`src/rtl/pipe_stage_reg.sv`:
```
// Pipeline-stage register carrying a control and a data bundle over a valid/ready
// handshake, with optional 2-entry skid buffer, flush, bubble injection and counters.
module pipe_stage_reg #(
  parameter int                unsigned CTRL_W   = 16,
  parameter int                unsigned DATA_W   = 165,
  parameter logic [CTRL_W-1:0]          CTRL_NOP = '0,
  parameter int                unsigned SKID     = 1,
  parameter int                unsigned CNT_W    = 16
) (
  input  logic              clk,
  input  logic              rst,
  input  logic              in_valid,
  output logic              in_ready,
  input  logic [CTRL_W-1:0] in_ctrl,
  input  logic [DATA_W-1:0] in_data,
  input  logic              flush,
  output logic              out_valid,
  input  logic              out_ready,
  output logic [CTRL_W-1:0] out_ctrl,
  output logic [DATA_W-1:0] out_data,
  output logic [1:0]        occupancy,
  input  logic              cnt_clr,
  output logic [CNT_W-1:0]  stall_cnt,
  output logic [CNT_W-1:0]  bubble_cnt
);

  logic              main_valid;
  logic [CTRL_W-1:0] main_ctrl;
  logic [DATA_W-1:0] main_data;
  logic              skid_valid;
  logic              up;
  logic              down;

  assign up   = in_valid & in_ready;
  assign down = main_valid & out_ready;

  generate
    if (SKID != 0) begin : g_skid
      logic [CTRL_W-1:0] skid_ctrl;
      logic [DATA_W-1:0] skid_data;

      // skid_valid is a flop, so in_ready has no combinational path from out_ready
      assign in_ready = ~skid_valid;

      always_ff @(posedge clk) begin
        if (rst) begin
          main_valid <= 1'b0;
          skid_valid <= 1'b0;
          main_ctrl  <= '0;
          main_data  <= '0;
          skid_ctrl  <= '0;
          skid_data  <= '0;
        end else if (flush) begin
          main_valid <= 1'b0;
          skid_valid <= 1'b0;
        end else if (skid_valid) begin
          if (down) begin
            main_ctrl  <= skid_ctrl;
            main_data  <= skid_data;
            skid_valid <= 1'b0;
          end
        end else if (up) begin
          if (!main_valid || down) begin
            main_ctrl  <= in_ctrl;
            main_data  <= in_data;
            main_valid <= 1'b1;
          end else begin
            skid_ctrl  <= in_ctrl;
            skid_data  <= in_data;
            skid_valid <= 1'b1;
          end
        end else if (down) begin
          main_valid <= 1'b0;
        end
      end
    end else begin : g_single
      assign in_ready   = ~main_valid | out_ready;
      assign skid_valid = 1'b0;

      always_ff @(posedge clk) begin
        if (rst) begin
          main_valid <= 1'b0;
          main_ctrl  <= '0;
          main_data  <= '0;
        end else if (flush) begin
          main_valid <= 1'b0;
        end else if (up) begin
          main_ctrl  <= in_ctrl;
          main_data  <= in_data;
          main_valid <= 1'b1;
        end else if (down) begin
          main_valid <= 1'b0;
        end
      end
    end
  endgenerate

  assign out_valid = main_valid;
  assign out_ctrl  = main_valid ? main_ctrl : CTRL_NOP;
  assign out_data  = main_data;
  assign occupancy = {1'b0, main_valid} + {1'b0, skid_valid};

  always_ff @(posedge clk) begin
    if (rst || cnt_clr) begin
      stall_cnt  <= '0;
      bubble_cnt <= '0;
    end else begin
      if (main_valid && !out_ready && stall_cnt != '1)
        stall_cnt <= stall_cnt + CNT_W'(1);
      if (!main_valid && bubble_cnt != '1)
        bubble_cnt <= bubble_cnt + CNT_W'(1);
    end
  end

endmodule
```
`config.mk`:
```
export PLATFORM = sky130hd
export DESIGN_NAME = pipe_stage_reg
export DESIGN_NICKNAME = d
export VERILOG_FILES = /design/src/rtl/pipe_stage_reg.sv
export SDC_FILE = /design/constraint.sdc
export NUM_CORES = 1
export LEC_CHECK = 0
export ABC_AREA = 1
export CORE_MARGIN = 3
export CORE_UTILIZATION = 40
export CTS_CLUSTER_SIZE = 12
export DETAILED_ROUTE_END_ITERATION = 10
export PLACE_DENSITY = 0.65
export RECOVER_POWER = 50
export SLEW_MARGIN = 25
export SYNTH_ARGS = -nofsm -noshare
export SYNTH_HDL_FRONTEND = slang
export SYNTH_SLANG_ARGS = --single-unit
export TNS_END_PERCENT = 10
```
`constraint.sdc`:
```
create_clock -name clk -period 1.45 [get_ports clk]
set_clock_uncertainty 0.05 [all_clocks]
set_input_delay 0.145 -clock clk [delete_from_list [all_inputs] [get_ports clk]]
set_output_delay 0.145 -clock clk [all_outputs]
set_load 0.02 [all_outputs]
```
==> summary.json, run 1 <==
{
  "power": {
    "cell_internal_pwr_mw": 19.61,
    "cellLeakagePower_nw": 10.04,
    "ir_worst_vdd_mv": 0.8907,
    "power.share.switching_pct": 25.47,
    "p_clk_share_pct": 43.7,
    "switching_power_mw": 6.699,
    "power.sequential.fraction_pct": 44.1,
    "comb_power_share_pct": 12.2,
    "power_per_cell_area_nw_per_um2": 1103,
    "p_total_mw": 26.31
  },
  "worst_hold_path": {
    "timing.hold.worst_endpoint": "g_skid.skid_data[159]",
    "hold_path.startpoint": "in_data[159]",
    "min-delay-path-class": "in2reg",
    "hold-path-cell-count": 3
  },
  "finish": {
    "multiInputGateArea_um2": 8097,
    "post_route_cells_drive_above_1_share_pct": 18.12,
    "final-instance-count-excl-fill": 3431,
    "layout.filler_cells": 3755,
    "syn_to_final_growth_pct": 44.37,
    "total_number_of_nets_in_the_final_design": 3053,
    "combined_flip_flop_and_latch_cell_area_um2": 7968,
    "design_area_um2": 23850
  },
  "floorplanning": {
    "rows": 73,
    "fp.dieArea_um2": 43770,
    "chipHeight_um": 209.2,
    "chipWidth_um": 209.2,
    "start_util_pct": 41.01,
    "pin_count": 404,
    "core_area_um2": 40280
  },
  "logic_synthesis": {
    "synth.cells.most_frequent": "705 x sky130_fd_sc_hd__nor2_1, 538 x sky130_fd_sc_hd__nand2_1, 396 x sky130_fd_sc_hd__dfxtp_1, 298 x sky130_fd_sc_hd__o21ai_0, 121 x sky130_fd_sc_hd__o21ai_1",
    "synth_area_leaders": "sky130_fd_sc_hd__dfxtp_1 48%, sky130_fd_sc_hd__nor2_1 16%, sky130_fd_sc_hd__nand2_1 12%",
    "post-synth-top-area-fraction_pct": 47.99,
    "synthCells": 2451,
    "number_of_enable_flip_flop_cells_after_synthesis": 0,
    "synth_cell_types": 26,
    "mappedNetlistNets": 2641,
    "synth_seq_area_share_pct": 47.99,
    "synthDominantAreaCellType": "sky130_fd_sc_hd__dfxtp_1",
    "synth_area_per_cell_um2": 6.739,
    "synth.most_common_cell": "sky130_fd_sc_hd__nor2_1",
    "synth_async_sr_flop_share_pct": 0,
    "syn_std_cell_area_um2": 16520,
    "synthesis.yosys.warnings": 0,
    "most_used_dff_post_synth": "sky130_fd_sc_hd__dfxtp_1",
    "ys_seq_elements": 396
  },
  "critical_path": {
    "critical_path_peak_fanout": 5,
    "worstPathCellList": "buf_4, ha_4, buf_6",
    "cpMaxStageDelayCell": "sky130_fd_sc_hd__dfxtp_4",
    "rr_endpoint": "g_skid.skid_data[61]",
    "crit_required_ps": 1250,
    "worstSetupPathType": "reg2out",
    "crit_arrival_ps": 1450,
    "crit_path_max_incr_delay_ps": 370,
    "rrSetupSlack_ps": -200,
    "cp-end-kind": "output port",
    "worst_reg_to_reg_cells": 10,
    "cp_num_buf_inv": 2,
    "r2r-start": "out_valid",
    "critical_path.startpoint_type": "register",
    "worst_setup_path_startpoint": "out_valid",
    "crit_family": "flip-flops"
  },
  "route": {
    "antenna_left": 0,
    "post_drt_wl_per_cell_um": 15.80,
    "post_detailed_route_drc_marker_count": 0,
    "drtIter0Drc": 1051,
    "wl_mm": 54.21,
    "avgViaCountPerCell": 4.976,
    "drt_pass_1_iters": 5,
    "route.vias.total": 17074
  },
  "timing": {
    "timing.final.hold_violations": 0,
    "final-max-slew-violation-count": 0,
    "grt_setup_unrepaired": "yes",
    "final_critical_path_setup_slack_ps": -195.0,
    "final.hold.worst_slack_ps": 83.77,
    "period_needed_ps": 1645,
    "max_slew_margin_pct": 69.42,
    "final_setup_vio_count": 387,
    "min_period_over_period_pct": 113.5,
    "clock.fmax_ghz": 0.6079,
    "transition_time_at_the_pin_with_the_least_slew_margin_ps": 458.8
  },
  "status": {
    "violations": "negative setup slack",
    "outcome": "finished, violations left"
  },
  "cts": {
    "cts_htree_levels": 2,
    "clk_path_buf_depth": 3,
    "cts.clk_slew.worst_paths_ps": 60,
    "clock_tree_from_tritoncts": "yes",
    "clock_latency_reported_for_the_late_side_of_the_worst_skew_pair_ps": 570,
    "clock_tree.root_cell": "sky130_fd_sc_hd__clkbuf_16",
    "clkSinkCount": 396,
    "number_of_buffers_created_by_cts": 45
  },
  "global_route": {
    "grt_start_max_net_pins": 79,
    "vias_in_the_first_global_route": 15657,
    "grt_first_pass_wirelength_mm": 82.19,
    "groute.usage.overall_pct": 22.64,
    "globalRoute.totalOverflow": 0,
    "antenna_found_initial": 12
  },
  "place": {
    "gp_congestion": 0.8521,
    "placed_cell_area_um2": 21730,
    "placed_cells": 3319,
    "dpl.hpwl_mm": 35.20,
    "numPortBuffers": 403
  },
  "flow_run": {
    "timing.max_cap.violations": 0
  }
}
-- final cells by class --
class	instances	area share [%]
well taps	525	2.754
diodes	9	0.09444
clock inverters	16	0.6925
multi-input cells	1788	33.95
repair buffers	531	21.67
flip-flops and latches	396	33.41
inverters	101	1.747
clock buffers	65	5.677
-- what timing repair did --
action,CTS,global route
hold buffers,0,0
buffers inserted,4,5
cloned,0,13
setup endpoints to repair,592,511
pin swaps,41,17
endpoints found under the hold margin,0,0
gates resized for setup,619,413
-- tightest hold or removal path, delay by kind of cell --
family,cells,cell delay (ps)
AO/OA/AOI/OAI,1,60
buffers and inverters,2,450
-- sequential cells by signal, summed over array words and instances, names as in the netlist --
register          flops
g_skid.skid_data    165
out_data            165
bubble_cnt           16
g_skid.skid_ctrl     16
main_ctrl            16
stall_cnt            16
out_valid             1
skid_valid            1
-- power groups by stage --
stage          Combinational [mW]  Clock, mW  Sequential [mW]
2_1_floorplan                1.24          0             12.2
3_3_place_gp                 3.30          0             11.8
3_5_place_dp                 3.34          0             11.8
4_1_cts                      3.20       11.8             11.6
5_1_grt                      3.54       12.2             11.6
6_report                     3.22       11.5             11.6
-- worst max-delay path by stage --
| stage | cells past startpoint | end | slack, ps |
|---|---|---|---|
| after floorplan | 6 | bubble_cnt[7] | -10 |
| after global placement | 9 | out_data[149] | -420 |
| after detailed placement | 9 | g_skid.skid_data[97] | -470 |
| after CTS | 5 | out_ctrl[14] | -230 |
| after global routing | 10 | g_skid.skid_data[57] | -260 |
| final | 3 | occupancy[0] | -200 |
-- metal layers --
metal	up-vias	share of wire [%]	GRT usage, %	routed length (µm)
met3	92	6.6	5.435	3569
met4	8	3.2	9.584	1757
met2	470	49	38.10	26450
met5	-	0.092	0	50
met1	7910	41	27.72	22380
li1	8594	-	-	-
-- through the flow --
stage / util, % / setup slack [ps] / TNS [ps]
after global routing: 59.20 / -256.4 / -71340
after floorplan: - / -9.783 / -35.30
after detailed placement: 53.94 / -472.6 / -144910
final: 59.21 / -195.0 / -39650
after global placement: 53.94 / -423.4 / -140630
after CTS: 57.58 / -232.7 / -38580
-- cells in the final DEF (no fill, tap or decap), types with 5 or more instances in the layout --
cell type,n
sky130_fd_sc_hd__clkbuf_16,56
sky130_fd_sc_hd__nand2_2,9
sky130_fd_sc_hd__nand4_1,7
sky130_fd_sc_hd__nand2_1,527
sky130_fd_sc_hd__buf_6,28
sky130_fd_sc_hd__clkdlybuf4s50_1,186
sky130_fd_sc_hd__nand3_1,29
sky130_fd_sc_hd__dfxtp_4,5
sky130_fd_sc_hd__nor2_4,29
sky130_fd_sc_hd__o21ai_2,20
sky130_fd_sc_hd__nor2_1,602
sky130_fd_sc_hd__o21ai_1,200
sky130_fd_sc_hd__buf_12,32
sky130_fd_sc_hd__a21oi_1,55
sky130_fd_sc_hd__buf_4,69
sky130_fd_sc_hd__o21ai_0,199
sky130_fd_sc_hd__a21oi_2,18
sky130_fd_sc_hd__clkinv_2,9
sky130_fd_sc_hd__dfxtp_1,374
sky130_fd_sc_hd__dfxtp_2,17
sky130_fd_sc_hd__clkbuf_1,65
sky130_fd_sc_hd__buf_8,5
sky130_fd_sc_hd__clkdlybuf4s15_1,38
sky130_fd_sc_hd__clkbuf_8,11
sky130_fd_sc_hd__clkbuf_2,29
sky130_fd_sc_hd__inv_1,83
sky130_fd_sc_hd__buf_16,5
sky130_fd_sc_hd__inv_2,12
sky130_fd_sc_hd__clkdlybuf4s15_2,46
sky130_fd_sc_hd__diode_2,9
sky130_fd_sc_hd__buf_2,25
sky130_fd_sc_hd__nor2_2,74
-- kinds of logic (layout without fill, tap and decap cells) --
kind of cell | after synthesis | after routing | synth area share, %
simple gates | 1289 | 1289 | 29.78
compound gates | 496 | 496 | 15.10
flops | 396 | 396 | 47.99
buf+inv | 267 | 713 | 6.908
fa+ha+maj | 3 | 3 | 0.2273
other cells | 0 | 9 | 0
No activity file was read; power rests on OpenSTA's default activity.
==> inputs of run 2 (changes only) <==
--- a/config.mk
+++ b/config.mk
@@ -5,12 +5,12 @@
 export SDC_FILE = /design/constraint.sdc
 export NUM_CORES = 1
 export LEC_CHECK = 0
-export ABC_AREA = 1
+export CORE_ASPECT_RATIO = 1.4
 export CORE_MARGIN = 3
 export CORE_UTILIZATION = 40
 export CTS_CLUSTER_SIZE = 12
 export DETAILED_ROUTE_END_ITERATION = 10
-export PLACE_DENSITY = 0.65
+export PLACE_DENSITY = 0.62
 export RECOVER_POWER = 50
 export SLEW_MARGIN = 25
 export SYNTH_ARGS = -nofsm -noshare
==> constraint.sdc (replaced) <==
create_clock -name clk -period 1.6 [get_ports clk]
set_clock_uncertainty 0.05 [all_clocks]
set_input_delay 0.16 -clock clk [delete_from_list [all_inputs] [get_ports clk]]
set_output_delay 0.16 -clock clk [all_outputs]
set_load 0.02 [all_outputs]
==> summary.json, run 2 <==
{
  "logic_synthesis": {
    "synth_async_sr_flop_share": {"value": 0, "unit": "%", "change": "unchanged"},
    "synthCells": {"value": 1815, "change": "-26%"},
    "synth_cell_types": {"value": 48, "change": "+85%"},
    "synth.cells.most_frequent": "396 x sky130_fd_sc_hd__dfxtp_1, 376 x sky130_fd_sc_hd__nand2_1, 206 x sky130_fd_sc_hd__a21oi_1, 190 x sky130_fd_sc_hd__nor2_1, 184 x sky130_fd_sc_hd__mux2i_1",
    "number_of_enable_flip_flop_cells_after_synthesis": {"value": 0, "change": "unchanged"},
    "synth_area_leaders": "sky130_fd_sc_hd__dfxtp_1 46%, sky130_fd_sc_hd__a211oi_2 13%, sky130_fd_sc_hd__mux2i_1 11%",
    "ys_seq_elements": {"value": 396, "change": "unchanged"},
    "synth_seq_area_share": {"value": 46.43, "unit": "%", "change": "-1.6 points"},
    "mappedNetlistNets": {"value": 2005, "change": "-24%"},
    "synth_area_per_cell": {"value": 9.407, "unit": "µm²", "change": "+40%"},
    "synth.most_common_cell": "sky130_fd_sc_hd__dfxtp_1",
    "most_used_dff_post_synth": "sky130_fd_sc_hd__dfxtp_1",
    "syn_std_cell_area": {"value": 17070, "unit": "µm²", "change": "+3.4%"},
    "synthDominantAreaCellType": "sky130_fd_sc_hd__dfxtp_1",
    "post-synth-top-area-fraction": {"value": 46.43, "unit": "%", "change": "-1.6 points"},
    "synthesis.yosys.warnings": {"value": 0, "change": "unchanged"}
  },
  "route": {
    "post_detailed_route_drc_marker_count": {"value": 0, "change": "unchanged"},
    "wl": {"value": 52.13, "unit": "mm", "change": "-3.8%"},
    "route.vias.total": {"value": 14635, "change": "-14%"},
    "post_drt_wl_per_cell": {"value": 18.39, "unit": "µm", "change": "+16%"},
    "antenna_left": {"value": 0, "change": "unchanged"},
    "drtIter0Drc": {"value": 655, "change": "-38%"},
    "avgViaCountPerCell": {"value": 5.164, "change": "+3.8%"},
    "drt_pass_1_iters": {"value": 5, "change": "unchanged"}
  },
  "timing": {
    "transition_time_at_the_pin_with_the_least_slew_margin": {"value": 556.7, "unit": "ps", "change": "+97.90 ps"},
    "final_critical_path_setup_slack": {"value": -181.6, "unit": "ps", "change": "+13.44 ps"},
    "period_needed_ps": 1782,
    "final_setup_vio_count": {"value": 328, "change": "-15%"},
    "clock.fmax_ghz": 0.5613,
    "max_slew_margin": {"value": 62.89, "unit": "%", "change": "-6.5 points"},
    "final-max-slew-violation-count": {"value": 0, "change": "unchanged"},
    "timing.final.hold_violations": {"value": 0, "change": "unchanged"},
    "grt_setup_unrepaired": "yes",
    "min_period_over_period_pct": 111.3
  },
  "global_route": {
    "vias_in_the_first_global_route": {"value": 14516, "change": "-7.3%"},
    "grt_start_max_net_pins": {"value": 91, "change": "+15%"},
    "antenna_found_initial": {"value": 3, "change": "-9"},
    "groute.usage.overall": {"value": 21.13, "unit": "%", "change": "-1.5 points"},
    "grt_first_pass_wirelength": {"value": 79.19, "unit": "mm", "change": "-3.7%"},
    "globalRoute.totalOverflow": {"value": 0, "change": "unchanged"}
  },
  "power": {
    "power.sequential.fraction": {"value": 45.2, "unit": "%", "change": "+1.1 points"},
    "cell_internal_pwr": {"value": 17.28, "unit": "mW", "change": "-12%"},
    "cellLeakagePower": {"value": 8.896, "unit": "nW", "change": "-11%"},
    "comb_power_share": {"value": 14.1, "unit": "%", "change": "+1.9 points"},
    "power.share.switching": {"value": 25.09, "unit": "%", "change": "-0.37 points"},
    "power_per_cell_area": {"value": 952.6, "unit": "nW/µm²", "change": "-14%"},
    "p_clk_share": {"value": 40.7, "unit": "%", "change": "-3.0 points"},
    "p_total": {"value": 23.07, "unit": "mW", "change": "-12%"},
    "switching_power": {"value": 5.789, "unit": "mW", "change": "-14%"},
    "ir_worst_vdd": {"value": 0.7738, "unit": "mV", "change": "-13%"}
  },
  "cts": {
    "cts.clk_slew.worst_paths": {"value": 60, "unit": "ps", "change": "about the same"},
    "clock_latency_reported_for_the_late_side_of_the_worst_skew_pair": {"value": 530, "unit": "ps", "change": "-40 ps"},
    "number_of_buffers_created_by_cts": {"value": 41, "change": "-8.9%"},
    "cts_htree_levels": {"value": 2, "change": "unchanged"},
    "clock_tree.root_cell": "sky130_fd_sc_hd__clkbuf_16",
    "clkSinkCount": {"value": 396, "change": "unchanged"},
    "clk_path_buf_depth": {"value": 3, "change": "unchanged"},
    "clock_tree_from_tritoncts": "yes"
  },
  "finish": {
    "post_route_cells_drive_above_1_share": {"value": 22.04, "unit": "%", "change": "+3.9 points"},
    "final-instance-count-excl-fill": {"value": 2834, "change": "-17%"},
    "syn_to_final_growth_pct": 41.86,
    "total_number_of_nets_in_the_final_design": {"value": 2458, "change": "-19%"},
    "layout_common_cells": "373 x sky130_fd_sc_hd__nand2_1, 372 x sky130_fd_sc_hd__dfxtp_1, 202 x sky130_fd_sc_hd__a21oi_1, 185 x sky130_fd_sc_hd__clkdlybuf4s50_1, 185 x sky130_fd_sc_hd__dlygate4sd2_1",
    "layout_commonest_cell": "sky130_fd_sc_hd__nand2_1"
  },
  "critical_path": {
    "worst_reg_to_reg_cells": {"value": 8, "change": "-2"},
    "crit_required": {"value": 1950, "unit": "ps", "change": "+700 ps"},
    "crit_arrival": {"value": 2130, "unit": "ps", "change": "+680 ps"},
    "critical_path.startpoint_type": "register",
    "worstSetupPathType": "reg2reg",
    "cp-end-kind": "register",
    "critical_path_peak_fanout": {"value": 9, "change": "+4"}
  },
  "floorplanning": {
    "core_area": {"value": 41730, "unit": "µm²", "change": "+3.6%"},
    "rows": {"value": 88, "change": "+21%"},
    "chipHeight": {"value": 250.5, "unit": "µm", "change": "+20%"},
    "start_util": {"value": 40.92, "unit": "%", "change": "-0.094 points"},
    "pin_count": {"value": 404, "change": "unchanged"},
    "fp.dieArea": {"value": 45230, "unit": "µm²", "change": "+3.3%"},
    "chipWidth": {"value": 180.6, "unit": "µm", "change": "-14%"}
  },
  "worst_hold_path": {
    "hold-path-cell-count": {"value": 3, "change": "unchanged"},
    "min-delay-path-class": "in2reg"
  },
  "place": {
    "numPortBuffers": {"value": 403, "change": "unchanged"},
    "gp_congestion": {"value": 0.8453, "change": "-0.80%"},
    "dpl.hpwl": {"value": 35.07, "unit": "mm", "change": "-0.35%"},
    "placed_cells": {"value": 2723, "change": "-18%"}
  },
  "status": {
    "outcome": "finished, violations left",
    "violations": "negative setup slack"
  },
  "flow_run": {
    "timing.max_cap.violations": {"value": 0, "change": "unchanged"}
  }
}
==> run 2: cell types whose count changed in the layout (fill, tap and decap cells not counted), moves of 181 or more <==
cell and change:
sky130_fd_sc_hd__nor2_1 -424, sky130_fd_sc_hd__dlygate4sd2_1 +184, sky130_fd_sc_hd__mux2i_1 +184, sky130_fd_sc_hd__o21ai_1 -198, sky130_fd_sc_hd__o21ai_0 -187, sky130_fd_sc_hd__a211oi_2 +181
==> run 2: worst paths after layout <==
| path | start | end | slack (ps) |
|---|---|---|---|
| max | skid_valid | out_data[94] | -180 |
| min | in_data[88] | g_skid.skid_data[88] | 140 |
| max reg2reg | skid_valid | out_data[94] | -180 |
| min reg2reg | g_skid.skid_data[33] | g_skid.skid_data[33] | 400 |
==> run 2: per-layer routing <==
| layer | track usage, % | routed length (µm) |
|---|---|---|
| met5 | 0 | 0 |
| met4 | 7.702 | 1908 |
| met3 | 4.184 | 2485 |
| met2 | 38.39 | 26900 |
| met1 | 24.55 | 20830 |
==> run 2: final cells by class <==
| type | instances | area, µm² |
|---|---|---|
| Clock buffer | 62 | 1217 |
| Multi-Input combinational cell | 1264 | 8429 |
| Tap cell | 540 | 675.6 |
| Clock inverter | 4 | 73.82 |
| Timing Repair Buffer | 560 | 5828 |
| Sequential cell | 396 | 7970 |
| Inverter | 5 | 18.77 |
| Antenna cell | 3 | 7.507 |
| Fill cell | 3720 | 17510 |
==> run 2: power groups by stage <==
stage | Clock, mW | Sequential (mW) | Combinational [mW]
final | 9.39 | 10.4 | 3.24
after global routing | 10.0 | 10.5 | 3.47
after CTS | 9.64 | 10.4 | 3.02
after detailed placement | 0 | 10.7 | 3.18
after global placement | 0 | 10.7 | 3.13
after floorplan | 0 | 11.0 | 1.35
==> run 2: cells by family after synthesis <==
group,synth area share (%)
AND/OR/NAND/NOR,16.05
XOR/XNOR,0.1539
buffers and inverters,5.423
flip-flops,46.43
AO/OA/AOI/OAI,20.94
adder cells (fa/ha/maj),0.2199
multiplexers,10.79
==> run 2: what timing repair did <==
action,4_1_cts,5_1_grt
endpoints found under the setup margin,585,414
hold buffers,1,0
setup buffers,6,22
gates resized for setup,356,68
pin swaps,9,39
endpoints found under the hold margin,10,0
gates cloned,0,13
==> run 2: worst max-delay path: stages (launching register included) <==
cell and delay [ps]:
sky130_fd_sc_hd__dfxtp_4 370, sky130_fd_sc_hd__nand2b_4 160, sky130_fd_sc_hd__a211oi_4 250, sky130_fd_sc_hd__buf_4 150, sky130_fd_sc_hd__buf_12 120, sky130_fd_sc_hd__buf_12 150, sky130_fd_sc_hd__buf_6 140, sky130_fd_sc_hd__clkbuf_16 170
sky130_fd_sc_hd__a211oi_2 70
==> run 2: metrics by stage <==
stage | cell area (µm²) | hold WS [ps] | setup TNS [ps] | worst slack [ps] | util (%)
after global placement | 22210 | 390.6 | -146140 | -451.0 | 53.21
after CTS | 23450 | 115.1 | -21180 | -145.3 | 56.18
final | 24220 | 143.8 | -21450 | -181.6 | 58.04
after detailed placement | 22210 | 396.3 | -156620 | -489.5 | 53.21
after floorplan | 17230 | 178.7 | -1942 | -21.38 | -
after global routing | 24220 | 135.6 | -54060 | -243.2 | 58.04
